`src/rtl/ex_flow_ctrl_pkg.sv`:
```
// ---------------------------------------------------------------------------
// ex_flow_ctrl_pkg
// Shared definitions for the EX-stage pipeline flow controller:
//   - fc_state_e         : FSM encoding (FC_IDLE, FC_DC_WAIT)
//   - FC_TIMEOUT_DEFAULT : default Dcache wait budget before a timeout error
//   - FC_CNT_W_DEFAULT   : default timeout counter width
// ---------------------------------------------------------------------------
package ex_flow_ctrl_pkg;

    typedef enum logic [0:0] {
        FC_IDLE    = 1'b0,
        FC_DC_WAIT = 1'b1
    } fc_state_e;

    localparam int FC_TIMEOUT_DEFAULT = 255;
    localparam int FC_CNT_W_DEFAULT   = 8;

endpackage

```
`src/rtl/ex_flow_ctrl_jump_buf.sv`:
```
// ---------------------------------------------------------------------------
// ex_flow_ctrl_jump_buf (fc_jump_buf)
// Holds a PC redirect while an Icache miss is outstanding and muxes the
// redirect strobe/target.
// Ports:
//   clk, rst   : core clock, synchronous active-high reset
//   br_take    : honoured branch in EX this cycle
//   br_pc      : target of that branch
//   ic_busy    : Icache miss outstanding
//   jump_flag  : PC redirect strobe
//   jump_pc    : PC redirect target (0 when jump_flag is 0)
// ---------------------------------------------------------------------------
module ex_flow_ctrl_jump_buf
    import ex_flow_ctrl_pkg::*;
(
    input  logic        clk,
    input  logic        rst,
    input  logic        br_take,
    input  logic [31:0] br_pc,
    input  logic        ic_busy,
    output logic        jump_flag,
    output logic [31:0] jump_pc
);

    logic        jump_pend_r;
    logic [31:0] jump_pc_r;

    // Pending-redirect storage: a fresh branch during a miss overwrites any
    // older pending target, and the pending entry retires when its strobe fires.
    always_ff @(posedge clk) begin
        if (rst) begin
            jump_pend_r <= 1'b0;
            jump_pc_r   <= 32'h0000_0000;
        end else if (br_take && ic_busy) begin
            jump_pend_r <= 1'b1;
            jump_pc_r   <= br_pc;
        end else if (jump_pend_r && !ic_busy) begin
            jump_pend_r <= 1'b0;
            jump_pc_r   <= jump_pc_r;
        end else begin
            jump_pend_r <= jump_pend_r;
            jump_pc_r   <= jump_pc_r;
        end
    end

    // Redirect mux: a live branch beats a pending one (newest target wins).
    always_comb begin
        jump_flag = 1'b0;
        jump_pc   = 32'h0000_0000;
        if (br_take && !ic_busy) begin
            jump_flag = 1'b1;
            jump_pc   = br_pc;
        end else if (jump_pend_r && !ic_busy) begin
            jump_flag = 1'b1;
            jump_pc   = jump_pc_r;
        end else begin
            jump_flag = 1'b0;
            jump_pc   = 32'h0000_0000;
        end
    end

endmodule

```
`src/rtl/ex_flow_ctrl.sv`:
```
// ---------------------------------------------------------------------------
// ex_flow_ctrl
// Pipeline flow controller for the 5-stage core. Sequences EX Dcache
// accesses (stalling IF/ID/EX/MEM while waiting), converts EX branch
// decisions into PC redirects (buffered across Icache misses) and inserts
// bubbles into IF/ID and ID/EX.
// Optional feature macro: FC_TIMEOUT_EN (Dcache wait timeout + sticky error).
// Ports:
//   clk, rst            : core clock, synchronous active-high reset
//   ex_req_Dcache_i     : EX memory request (already gated by fc_stall_ex_o)
//   ex_mem_rw_i         : request direction (status only)
//   dc_ready_i          : Dcache completion pulse
//   ex_branch_flag_i    : branch/jump taken in EX
//   ex_branch_pc_i      : redirect target
//   ic_busy_i           : Icache miss outstanding
//   fc_stall_*_o        : hold IF/ID/EX/MEM stage registers
//   fc_flush_ifid_o/idex: bubble into IF/ID, ID/EX
//   fc_jump_flag_o/pc_o : PC redirect strobe/target
//   fc_dc_busy_o        : Dcache access in flight
//   fc_dc_err_o         : sticky timeout error
// ---------------------------------------------------------------------------
module ex_flow_ctrl
    import ex_flow_ctrl_pkg::*;
#(
    parameter int TIMEOUT_CYCLES = FC_TIMEOUT_DEFAULT,
    parameter int CNT_W          = FC_CNT_W_DEFAULT
) (
    input  logic        clk,
    input  logic        rst,
    input  logic        ex_req_Dcache_i,
    input  logic        ex_mem_rw_i,
    input  logic        dc_ready_i,
    input  logic        ex_branch_flag_i,
    input  logic [31:0] ex_branch_pc_i,
    input  logic        ic_busy_i,
    output logic        fc_stall_if_o,
    output logic        fc_stall_id_o,
    output logic        fc_stall_ex_o,
    output logic        fc_stall_mem_o,
    output logic        fc_flush_ifid_o,
    output logic        fc_flush_idex_o,
    output logic        fc_jump_flag_o,
    output logic [31:0] fc_jump_pc_o,
    output logic        fc_dc_busy_o,
    output logic        fc_dc_err_o
);

    fc_state_e state_r;
    fc_state_e next_state_s;
    logic      timeout_s;
    logic      err_s;
    logic      dc_stall_s;
    logic      dc_busy_s;
    logic      br_take_s;

    // Direction is carried for status visibility only.
    logic unused_rw_s;
    assign unused_rw_s = ex_mem_rw_i;

`ifdef FC_TIMEOUT_EN
    localparam logic [CNT_W-1:0] TIMEOUT_LIM = CNT_W'(TIMEOUT_CYCLES);

    logic [CNT_W-1:0] cnt_r;
    logic             err_r;

    // Timeout fires in a wait cycle without completion once the budget is spent.
    always_comb begin
        timeout_s = 1'b0;
        if ((state_r == FC_DC_WAIT) && !dc_ready_i && (cnt_r == TIMEOUT_LIM)) begin
            timeout_s = 1'b1;
        end else begin
            timeout_s = 1'b0;
        end
    end

    // Wait counter: counts stalled wait cycles, zero outside an ongoing wait.
    always_ff @(posedge clk) begin
        if (rst) begin
            cnt_r <= {CNT_W{1'b0}};
        end else if ((state_r == FC_DC_WAIT) && !dc_ready_i && !timeout_s) begin
            cnt_r <= cnt_r + {{(CNT_W-1){1'b0}}, 1'b1};
        end else begin
            cnt_r <= {CNT_W{1'b0}};
        end
    end

    // Sticky error, cleared only by reset.
    always_ff @(posedge clk) begin
        if (rst) begin
            err_r <= 1'b0;
        end else if (timeout_s) begin
            err_r <= 1'b1;
        end else begin
            err_r <= err_r;
        end
    end

    assign err_s = err_r;
`else
    logic [CNT_W-1:0] unused_lim_s;
    assign unused_lim_s = CNT_W'(TIMEOUT_CYCLES);
    assign timeout_s    = 1'b0;
    assign err_s        = 1'b0;
`endif

    // FSM state register.
    always_ff @(posedge clk) begin
        if (rst) begin
            state_r <= FC_IDLE;
        end else begin
            state_r <= next_state_s;
        end
    end

    // FSM next state: a request in the release cycle keeps the wait state
    // so back-to-back accesses stall without an idle gap.
    always_comb begin
        next_state_s = state_r;
        case (state_r)
            FC_IDLE: begin
                if (ex_req_Dcache_i) begin
                    next_state_s = FC_DC_WAIT;
                end else begin
                    next_state_s = FC_IDLE;
                end
            end
            FC_DC_WAIT: begin
                if (dc_ready_i) begin
                    next_state_s = ex_req_Dcache_i ? FC_DC_WAIT : FC_IDLE;
                end else if (timeout_s) begin
                    next_state_s = FC_IDLE;
                end else begin
                    next_state_s = FC_DC_WAIT;
                end
            end
            default: begin
                next_state_s = FC_IDLE;
            end
        endcase
    end

    // FSM outputs: stall only depends on state and completion/timeout, never
    // on the incoming request.
    always_comb begin
        dc_stall_s = 1'b0;
        dc_busy_s  = 1'b0;
        case (state_r)
            FC_IDLE: begin
                dc_stall_s = 1'b0;
                dc_busy_s  = 1'b0;
            end
            FC_DC_WAIT: begin
                dc_stall_s = !dc_ready_i && !timeout_s;
                dc_busy_s  = 1'b1;
            end
            default: begin
                dc_stall_s = 1'b0;
                dc_busy_s  = 1'b0;
            end
        endcase
    end

    // A branch in a stalled EX is re-presented later; honour it only once EX moves.
    assign br_take_s = ex_branch_flag_i && !dc_stall_s;

    assign fc_stall_if_o   = dc_stall_s || ic_busy_i;
    assign fc_stall_id_o   = dc_stall_s;
    assign fc_stall_ex_o   = dc_stall_s;
    assign fc_stall_mem_o  = dc_stall_s;
    // During a Dcache stall IF/ID must hold, so the Icache bubble is suppressed.
    assign fc_flush_ifid_o = br_take_s || (ic_busy_i && !dc_stall_s);
    assign fc_flush_idex_o = br_take_s;
    assign fc_dc_busy_o    = dc_busy_s;
    assign fc_dc_err_o     = err_s;

    ex_flow_ctrl_jump_buf u_jump_buf (
        .clk       (clk),
        .rst       (rst),
        .br_take   (br_take_s),
        .br_pc     (ex_branch_pc_i),
        .ic_busy   (ic_busy_i),
        .jump_flag (fc_jump_flag_o),
        .jump_pc   (fc_jump_pc_o)
    );

endmodule

```
`config.mk`:
```
export PLATFORM = sky130hd
export DESIGN_NAME = ex_flow_ctrl
export DESIGN_NICKNAME = d
export VERILOG_FILES = /design/src/rtl/ex_flow_ctrl_pkg.sv /design/src/rtl/ex_flow_ctrl_jump_buf.sv /design/src/rtl/ex_flow_ctrl.sv
export SDC_FILE = /design/constraint.sdc
export NUM_CORES = 1
export LEC_CHECK = 0
export BUFFER_PORTS_ARGS = -buffer_cell sky130_fd_sc_hd__buf_2
export CAP_MARGIN = 5
export CORE_ASPECT_RATIO = 2
export CORE_UTILIZATION = 30
export DETAILED_ROUTE_END_ITERATION = 10
export GPL_TIMING_DRIVEN = 1
export PLACE_DENSITY = 0.51
export SYNTH_ARGS = -nofsm -noshare
export SYNTH_HDL_FRONTEND = slang
export SYNTH_SLANG_ARGS = --single-unit
```
`constraint.sdc`:
```
create_clock -name clk -period 1.8 [get_ports clk]
set_input_delay 0.09 -clock clk [delete_from_list [all_inputs] [get_ports clk]]
set_output_delay 0.09 -clock clk [all_outputs]
set_load 0.01 [all_outputs]
```
* Yosys cells after proc, flatten, opt, wreduce, memory -nomap -nowiden
Index checks and enable logic that the tools add are counted.
** Word-level totals
- Bits of input ports :: 39
- Register bits :: 34
- Logic and storage cells :: 26
** Cells by class
- Reduce and logical (&&, ||, !) cells :: 11
- Bitwise gates (word level) :: 1
- Multiplexer cells :: 11
** Operators with widths (number)
- $mux W32 :: 2
- $mux W1 :: 6
- $pmux W1 S2 :: 3
- $logic_and A1 B1 Y1 :: 5
- $logic_not A1 Y1 :: 3
- $logic_or A1 B1 Y1 :: 2
- $reduce_bool A2 Y1 :: 1
- $not A1 Y1 :: 1

* Depth between registers and ports, before layout
Gate-level depths: netlist (run 1).
- Depth in word-level cells :: 6
- Depth in mapped cells :: 5
- Depth with buffers taken out :: 4

* Cells and area by module
Synthesis (run 1) repeated with hierarchy kept, for this count alone.
** Second synthesis, totals
- Cell total of the unflattened synthesis :: 273
- Area total of the unflattened synthesis :: 2218.4 µm²
** By module, submodules not included
- ex_flow_ctrl_jump_buf :: cells each 261, sequential area each 660.6 µm², instances 1, area an instance 2119.5 µm²
- ex_flow_ctrl :: cells each 12, sequential area each 20.0 µm², instances 1, area an instance 98.8 µm²

* Worst setup path before layout (run 1)
OpenSTA, ideal clock, no wires.
- Path kind :: register to output
- From :: reg state_r
- To :: out fc_jump_pc_o[10]
- Cell stages (with the launch flop) :: 6
- Buffers on the path :: 1
- Data arrival time :: 1188 ps
- Path slack :: 522 ps
- Path through :: dfxtp_1 nand2b_4 inv_1 nor2_2 buf_4 a22o_1
** Between the ends
- Cells in the longest elaborated chain, start to end :: 6
** Ends and longest elaborated chain
- from (decl) :: line ex_flow_ctrl.sv:48 : fc_state_e state_r;
- from (signal assigned) :: line ex_flow_ctrl.sv:111 : state_r <= next_state_s;
- $not A1 Y1 :: line ex_flow_ctrl.sv:147 : case (state_r)
- $pmux W1 S2 (*) :: line ex_flow_ctrl.sv:147
- named net fc_stall_ex_o :: line ex_flow_ctrl.sv:38 : output logic fc_stall_ex_o,
- $logic_not A1 Y1 (*) :: line ex_flow_ctrl.sv:164 : assign br_take_s = ex_branch_flag_i && !dc_stall_s;
- $logic_and A1 B1 Y1 (*) :: line ex_flow_ctrl.sv:164
- $logic_and A1 B1 Y1 (*) :: line ex_flow_ctrl_jump_buf.sv:50 : if (br_take && !ic_busy) begin
- $mux W32 (*) :: line ex_flow_ctrl_jump_buf.sv:50
- to (decl) :: line ex_flow_ctrl.sv:43 : output logic [31:0] fc_jump_pc_o,
Mark *: on every way through the listed nets, which the timed path passes. The rest lies on a longest branch.

* Final worst setup path (run 1)
- From :: reg state_r
- To :: out fc_jump_pc_o[13]
** Between the ends
- Cells in the longest elaborated chain, start to end :: 6
** Ends and longest elaborated chain (line)
- $not A1 Y1 :: ex_flow_ctrl.sv:147
- $pmux W1 S2 (*) :: ex_flow_ctrl.sv:147
- $logic_not A1 Y1 (*) :: ex_flow_ctrl.sv:164
- $logic_and A1 B1 Y1 (*) :: ex_flow_ctrl.sv:164
- $logic_and A1 B1 Y1 (*) :: ex_flow_ctrl_jump_buf.sv:50
- $mux W32 (*) :: ex_flow_ctrl_jump_buf.sv:50
Mark *: on every way between the ends. The rest lies on a longest branch, timed or not.

==> impl_metrics.ini, run 1 <==
[status]
status = complete, no violations

[synthesis]
synth_top_cell_by_area = dfxtp_1
ys.flop_type = dfxtp_1
seq_area_frac_synth_pct = 35.6
syn_area_sq_um = 1910
synthTopCellsByArea = dfxtp_1 36%, nand2b_1 22%, mux2i_1 17%, a22o_1 15%, buf_4 2.4%
synthArstFlopShare_pct = 0
synth_edf_count = 0
syn_inst = 199
synth_cell_types = 19
synth_fp_nets = 238
ys_seq_elements = 34
synth.avg_cell_area_sq_um = 9.61
ys_warn_count = 0
synth_top_area_share_pct = 35.6

[setup_path]
rrSetupSlack_ps = 440
path_cells = nand2b_4, buf_4, a21oi_2, buf_4, a22o_1, buf_2
critPathTopFamily = buffers and inverters
cp.arrival_ps = 1520
slowest_delay_ps = 360
worstSetupPathType = flip-flop to primary output
r2r_cells = 5
timing.rr.end = u_jump_buf.jump_pc_r[7]
path_buf_inv = 3
cp_slowest_cell = dfxtp_1
path_common_cell = buf_4
critPathLaunchType = flip-flop
cp_data_required_time_ps = 1710
critPathLaunch = state_r
critPathMaxFanout = 17
r2r_start = state_r
end_kind = primary output

[sta]
fin_worst_skew_ps = 0.803
fin_ws_ps = 188
min_period_ps = 1610
timing.fmax_mhz = 620
fin_setup_tns_ps = 0
hold_viol = 0
rsz0062_at_grt = no
slew_violations = 0
period_share_pct = 89.5
setup_violations = 0

[clock_tree]
clock_latency_ps = 270
clk_path_buf_depth = 2
clk_pin_slew_worst_paths_ps = 50
cts_tree = built
htreeDepth = 2
cts_buffers = 5
cts_sinks = 34
cts_root_buffer = clkbuf_16

[floorplan]
fp.dieH_um = 115
core-area_sq_um = 6060
start_util_pct = 31.6
rows = 40
fp.dieArea_sq_um = 6720
fp.dieW_um = 58.5
boundaryPins = 80

[place]
portBuffers = 77
dp_worst_setup_slack_ps = 83.9
dp_hpwl_um = 3070
place.gp.congestion = 0.680
placed_cells = 348

[final_layout]
fin_util_pct = 41.8
n_fill_cell = 648
fin_nets = 312
drive_above_1_share_pct = 36.1
antennaDiodeCount = 0
stdcell_count = 358
area_growth_pct = 32.2

[routing]
drt_iter0_drc = 75
wirelength_um = 4430
viasPerCell = 4.48
ant_nets = 0
routedWlPerCell_um = 12.4
num_vias = 1604
drc = 0
first_pass_iters = 4

[grt]
grt_max_degree = 67
grt_pass1_vias = 1514
antenna_found_initial = 0
overflow = 0
grtUsageTotal_pct = 13.9
grt_pass1_wl_um = 7220

[min_path]
hold_depth = 3
holdCritPathClass = primary input to flip-flop
hold_start = ex_req_Dcache_i
hold_end = state_r

[flow_run]
drv_cap = 0

[power_and_ir_drop]
cellPowerDensity_nw_per_um2 = 787
total_power_uw = 1990
leakage_uw = 0.00114
max-vdd-ir-drop_mv = 0.564
==> how the worst max path moves through the flow <==
stage                       end  slack (ps)  depth (start not counted)
3_5_place_dp   fc_jump_pc_o[14]          80                          6
2_1_floorplan  fc_jump_pc_o[10]         520                          5
3_3_place_gp   fc_jump_pc_o[15]          90                          6
4_1_cts        fc_jump_pc_o[14]          30                          6
6_report       fc_jump_pc_o[13]         190                          6
5_1_grt        fc_jump_pc_o[14]          90                          6
==> final cells by class <==
type                            count  area (sq um)  share of cell area (%)
Inverter                            1          3.75                   0.148
Sequential cell                    34           681                    26.9
Clock inverter                      2          12.5                   0.495
Tap cell                           84           105                    4.15
Multi-Input combinational cell    144          1100                    43.6
Clock buffer                        6           139                    5.49
Timing Repair Buffer               87           485                    19.2
==> timing repair <==
item,CTS,global route
resized for setup,1,0
endpoints found under the setup margin,32,17
setup buffers,0,2
hold buffers,0,0
pin swaps,0,1
==> layer usage <==
metal / wire length [um] / share of wire (%) / track usage (%)
met2: 2290 / 52 / 24.0
met3: 156 / 3.5 / 2.47
met4: 61 / 1.4 / 5.71
met5: 0 / 0 / 0
met1: 1910 / 43 / 16.7
==> logic make-up after synthesis <==
kind of cell    share of synthesized area, %
simple gates                            24.8
compound gates                          15.6
buf+inv                                 7.06
mux                                     16.7
other cells                            0.196
flops                                   35.6
==> state kept, by name (all words and copies together), names as in the netlist <==
signal                  count
state_r                     1
u_jump_buf.jump_pend_r      1
u_jump_buf.jump_pc_r       32
==> cells in the mapped netlist, types with 3 or more instances <==
library cell and n:
nor2_1 4, buf_6 4, buf_4 6, buf_2 3, nand2b_1 67, mux2i_1 32
a22o_1 32, dfxtp_1 34, clkbuf_1 7
==> worst min-delay path, delay by kind of cell <==
kind	cells	cell delay, ps
simple gates	2	90
buf+inv	1	70
==> stage by stage <==
| stage | hold slack (ps) | area (sq um) |
|---|---|---|
| after floorplan | 211 | 1910 |
| after global placement | 306 | 2350 |
| after detailed placement | 307 | 2350 |
| after CTS | 23.1 | 2500 |
| after global routing | 61.0 | 2530 |
| final | 25.2 | 2530 |
==> power breakdown <==
| group | internal [uW] | switching, uW | total [uW] |
|---|---|---|---|
| logic | 167 | 151 | 318 |
| clock network | 547 | 314 | 861 |
| registers | 792 | 20.9 | 813 |
| total | 1510 | 486 | 1990 |
==> cell usage in the layout, fill, tap and decap left out, drive strengths merged <==
cell type  netlist  routed
clkinvlp         0       1
conb             1       1
dfxtp           34      34
buf             13      87
clkbuf           7       6
nor2             5       5
nand2b          68      68
inv              1       1
and3             1       1
o21ai            1       1
mux2i           32      32
a22o            32      32
clkinv           0       1
nor3b            1       1
a21oi            2       2
and2             1       1
Note: power is estimated with default switching activity, not from simulation.
==> inputs of run 2 (changes only) <==
MAX_ROUTING_LAYER = met4   (was unset)
==> impl_metrics.ini, run 2 (synthesis gave the netlist of run 1 again) <==
[power_and_ir_drop]
switchingPower_uw = 486
cellPowerDensity_nw_per_um2 = 788
max-vdd-ir-drop_mv = 0.564
power.internal_uw = 1510
switching_share_pct = 24.4
p_clk_share_pct = 43.2
leakage_uw = 0.00114
total_power_uw = 1990
combPwrFrac_pct = 16.0
sequentialPowerShare_pct = 40.8

[sta]
fin_worst_skew_ps = 0.798
holdWs_ps = 25.2
period_share_pct = 89.5
fin_setup_tns_ps = 0
min_period_ps = 1610
slew_violations = 0
rsz0062_at_grt = no
hold_viol = 0
timing.fmax_mhz = 621
setup_violations = 0

[final_layout]
stdcell_count = 358
design_area_sq_um = 2530
area_growth_pct = 32.2
drive_above_1_share_pct = 36.1
final_common_cell = buf_2
largest_reg_flops = 32
regMostFlops = u_jump_buf.jump_pc_r
final_cell_mix = 77 x buf_2, 67 x nand2b_1, 34 x dfxtp_1
fin_nets = 312
reg_top3 = u_jump_buf.jump_pc_r (32), state_r (1), u_jump_buf.jump_pend_r (1)
antennaDiodeCount = 0

[routing]
drt_iter0_drc = 94
routedWlPerCell_um = 12.4
drc = 0
ant_nets = 0
first_pass_iters = 4
viasPerCell = 4.47
wirelength_um = 4420
num_vias = 1600

[setup_path]
critPathLaunch = state_r
end_kind = primary output
critPathTopFamily = buffers and inverters
slowest_delay_ps = 360
critPathMaxFanout = 17
worstSetupPathType = flip-flop to primary output
cp.arrival_ps = 1520
r2r_start = state_r
path_common_cell = buf_4
path_cells = nand2b_4, buf_4, a21oi_2, buf_4, a22o_1, buf_2
critPathLaunchType = flip-flop
cp_data_required_time_ps = 1710
path_buf_inv = 3
cp_slowest_cell = dfxtp_1

[grt]
grt_pass1_wl_um = 7200
overflow = 0
grt_max_degree = 67
grtUsageTotal_pct = 14.4
antenna_found_initial = 0
grt_pass1_vias = 1514

[floorplan]
fp.dieW_um = 58.5
fp.dieH_um = 115
rows = 40
start_util_pct = 31.6
fp.dieArea_sq_um = 6720
boundaryPins = 80
core-area_sq_um = 6060

[clock_tree]
cts_tree = built
clock_latency_ps = 270
cts_sinks = 34
cts_root_buffer = clkbuf_16
htreeDepth = 2
cts_buffers = 5
clk_pin_slew_worst_paths_ps = 50
clk_path_buf_depth = 2
cts_hold_buffers = 0

[status]
status = complete, no violations

[place]
placed_cells = 348
dpl_cell_area_sq_um = 2350
portBuffers = 77
place.gp.congestion = 0.687
dp_hpwl_um = 3070

[min_path]
holdCritPathClass = primary input to flip-flop
hold_start = ex_req_Dcache_i

[flow_run]
drv_cap = 0
run 2: through the flow:
stage	setup WS, ps	util [%]
final	189	41.8
after detailed placement	83.9	38.7
after floorplan	522	-
after global routing	85.6	41.8
after global placement	94.4	38.7
after CTS	30.7	41.3
run 2: path summary, 6_finish.rpt:
kind,end,slack (ps),depth (start not counted)
hold reg to reg,u_jump_buf.jump_pc_r[13],470,2
setup reg to reg,u_jump_buf.jump_pc_r[7],440,5
setup / recovery,fc_jump_pc_o[13],190,6
hold / removal,state_r,30,3
run 2: layout make-up:
type / count / area [sq um]
fillers: 648 / 3530
multi-input cells: 144 / 1100
flip-flops and latches: 34 / 681
repair buffers: 87 / 485
clock buffers: 6 / 139
well taps: 84 / 105
clock inverters: 2 / 12.5
inverters: 1 / 3.75
run 2: layer usage:
metal | vias to the layer above | part of all wire [%] | GRT usage, %
li1 | 831 | - | -
met1 | 725 | 43 | 16.7
met2 | 39 | 52 | 24.1
met3 | 5 | 3.5 | 2.47
met4 | 0 | 1.4 | 5.71
met5 | - | 0 | -
run 2: timing repair:
action                     in CTS  in global routing
setup buffers                   0                  2
resized for setup               1                  0
pin swaps                       0                  1
setup endpoints to repair      32                 17
run 2: power groups by stage:
stage          Clock, uW  Sequential, uW  Combinational (uW)
6_report             862             813                 318
2_1_floorplan          0             824                 205
5_1_grt              920             818                 352
3_5_place_dp           0             829                 315
3_3_place_gp           0             829                 314
4_1_cts              899             813                 318
run 2: worst min-delay path, cell delays in order:
cell	delay, ps
buf_2	70
nor2_1	30
nor2_1	60
==> inputs of run 3 (changes only) <==
PLACE_DENSITY = unset   (was 0.51)
REMOVE_ABC_BUFFERS = 1   (was unset)
==> impl_metrics.ini, run 3 (synthesis gave the netlist of run 1 again) <==
[status]
status = complete, no violations

[grt]
grt_pass1_wl_um = 6670
overflow = 0
grt_max_degree = 67
grtUsageTotal_pct = 13.4
antenna_found_initial = 0
grt_pass1_vias = 1478

[sta]
min_period_ps = 1640
hold_viol = 0
rsz0062_at_grt = no
period_share_pct = 91.0
fin_setup_tns_ps = 0
holdWs_ps = 38.5
fin_worst_skew_ps = 1.90
setup_violations = 0
slew_violations = 0
timing.fmax_mhz = 610

[power_and_ir_drop]
leakage_uw = 0.00114
cellPowerDensity_nw_per_um2 = 785
switchingPower_uw = 471
p_clk_share_pct = 42.9
combPwrFrac_pct = 16.0
power.internal_uw = 1510
max-vdd-ir-drop_mv = 0.464
switching_share_pct = 23.8
sequentialPowerShare_pct = 41.1

[setup_path]
r2r_cells = 5
path_cells = nand2b_4, buf_4, a21oi_2, buf_4, a22o_1, buf_2
rrSetupSlack_ps = 510
endpoint = fc_jump_pc_o[0]
path_common_cell = buf_4
cp_data_required_time_ps = 1710
worstSetupPathType = flip-flop to primary output
critPathMaxFanout = 17
cp_slowest_cell = dfxtp_1
critPathLaunch = state_r
crit_cells = 6
timing.rr.end = u_jump_buf.jump_pc_r[21]
critPathLaunchType = flip-flop
r2r_start = state_r
critPathTopFamily = buffers and inverters
slowest_delay_ps = 360
end_kind = primary output
path_buf_inv = 3
cp.arrival_ps = 1550

[final_layout]
drive_above_1_share_pct = 35.5
regMostFlops = u_jump_buf.jump_pc_r
fin_util_pct = 41.6
antennaDiodeCount = 0
area_growth_pct = 31.7
reg_top3 = u_jump_buf.jump_pc_r (32), state_r (1), u_jump_buf.jump_pend_r (1)
seq_area_sq_um = 681
design_area_sq_um = 2520
fin_nets = 311
largest_reg_flops = 32
stdcell_count = 357
multi_input_area_sq_um = 1100
n_fill_cell = 645
final_cell_mix = 77 x buf_2, 67 x nand2b_1, 34 x dfxtp_1
final_common_cell = buf_2

[routing]
wirelength_um = 4380
drc = 0
ant_nets = 0
routedWlPerCell_um = 12.3
num_vias = 1647
drt_iter0_drc = 46
viasPerCell = 4.61
first_pass_iters = 4

[clock_tree]
cts_tree = built
cts_buffers = 5
clock_latency_ps = 270
cts_sinks = 34
clk_pin_slew_worst_paths_ps = 50
cts_hold_buffers = 0
clk_path_buf_depth = 2
cts_root_buffer = clkbuf_16
htreeDepth = 2

[place]
dp_hpwl_um = 3000
place.gp.congestion = 0.727
dpl_cell_area_sq_um = 2350
portBuffers = 77
placed_cells = 347

[flow_run]
drv_cap = 0

[floorplan]
rows = 40
boundaryPins = 80
core-area_sq_um = 6060
fp.dieW_um = 58.5
fp.dieH_um = 115
start_util_pct = 31.6
fp.dieArea_sq_um = 6720

[min_path]
holdCritPathClass = primary input to flip-flop
run 3: cell count changes in the layout (fill, tap and decap cells not counted), sizes merged:
cell / delta
buf: -1
clkbuf: +1
clkinvlp: -1
run 3: area by class of cell:
cell class,count,share of cell area [%]
Sequential cell,34,27.0
Timing Repair Buffer,86,19.0
Clock buffer,7,5.66
Inverter,1,0.149
Multi-Input combinational cell,144,43.8
Clock inverter,1,0.199
Tap cell,84,4.17
run 3: power groups by stage:
| stage | clock network, uW | registers [uW] | logic [uW] |
|---|---|---|---|
| 2_1_floorplan | 0 | 825 | 175 |
| 3_3_place_gp | 0 | 828 | 313 |
| 3_5_place_dp | 0 | 829 | 317 |
| 4_1_cts | 883 | 813 | 319 |
| 5_1_grt | 914 | 817 | 347 |
| 6_report | 847 | 813 | 317 |
run 3: through the flow:
stage          total power (uW)  setup WS (ps)
3_3_place_gp               1140            101
6_report                   1980            162
3_5_place_dp               1150            104
4_1_cts                    2010           42.5
5_1_grt                    2080           82.3
2_1_floorplan              1000           -143
run 3: how the worst min path moves through the flow:
| stage | startpoint | to | slack [ps] | depth (start not counted) |
|---|---|---|---|---|
| 2_1_floorplan | rst | state_r | 160 | 1 |
| 3_3_place_gp | ex_req_Dcache_i | state_r | 310 | 3 |
| 3_5_place_dp | ex_req_Dcache_i | state_r | 320 | 3 |
| 4_1_cts | ex_req_Dcache_i | state_r | 40 | 3 |
| 5_1_grt | ex_req_Dcache_i | state_r | 40 | 3 |
| 6_report | ex_req_Dcache_i | state_r | 40 | 3 |
run 3: timing repair:
action                     4_1_cts  5_1_grt
pin swaps                        0        1
setup buffers                    0        2
gates resized for setup          1        0
setup endpoints to repair       32       14
run 3: metal layers:
metal	track usage, %	vias up	part of all wire (%)
met1	13.7	772	41
met3	2.59	5	3.8
li1	-	831	-
met5	-	-	0
met4	6.03	0	1.3
met2	23.9	39	54
run 3: worst reg2reg max path: stages, from the launching register on:
cell and delay, ps:
dfxtp_1 320, nand2b_4 70, buf_4 130, and3_2 210, buf_12 240, mux2i_1 250
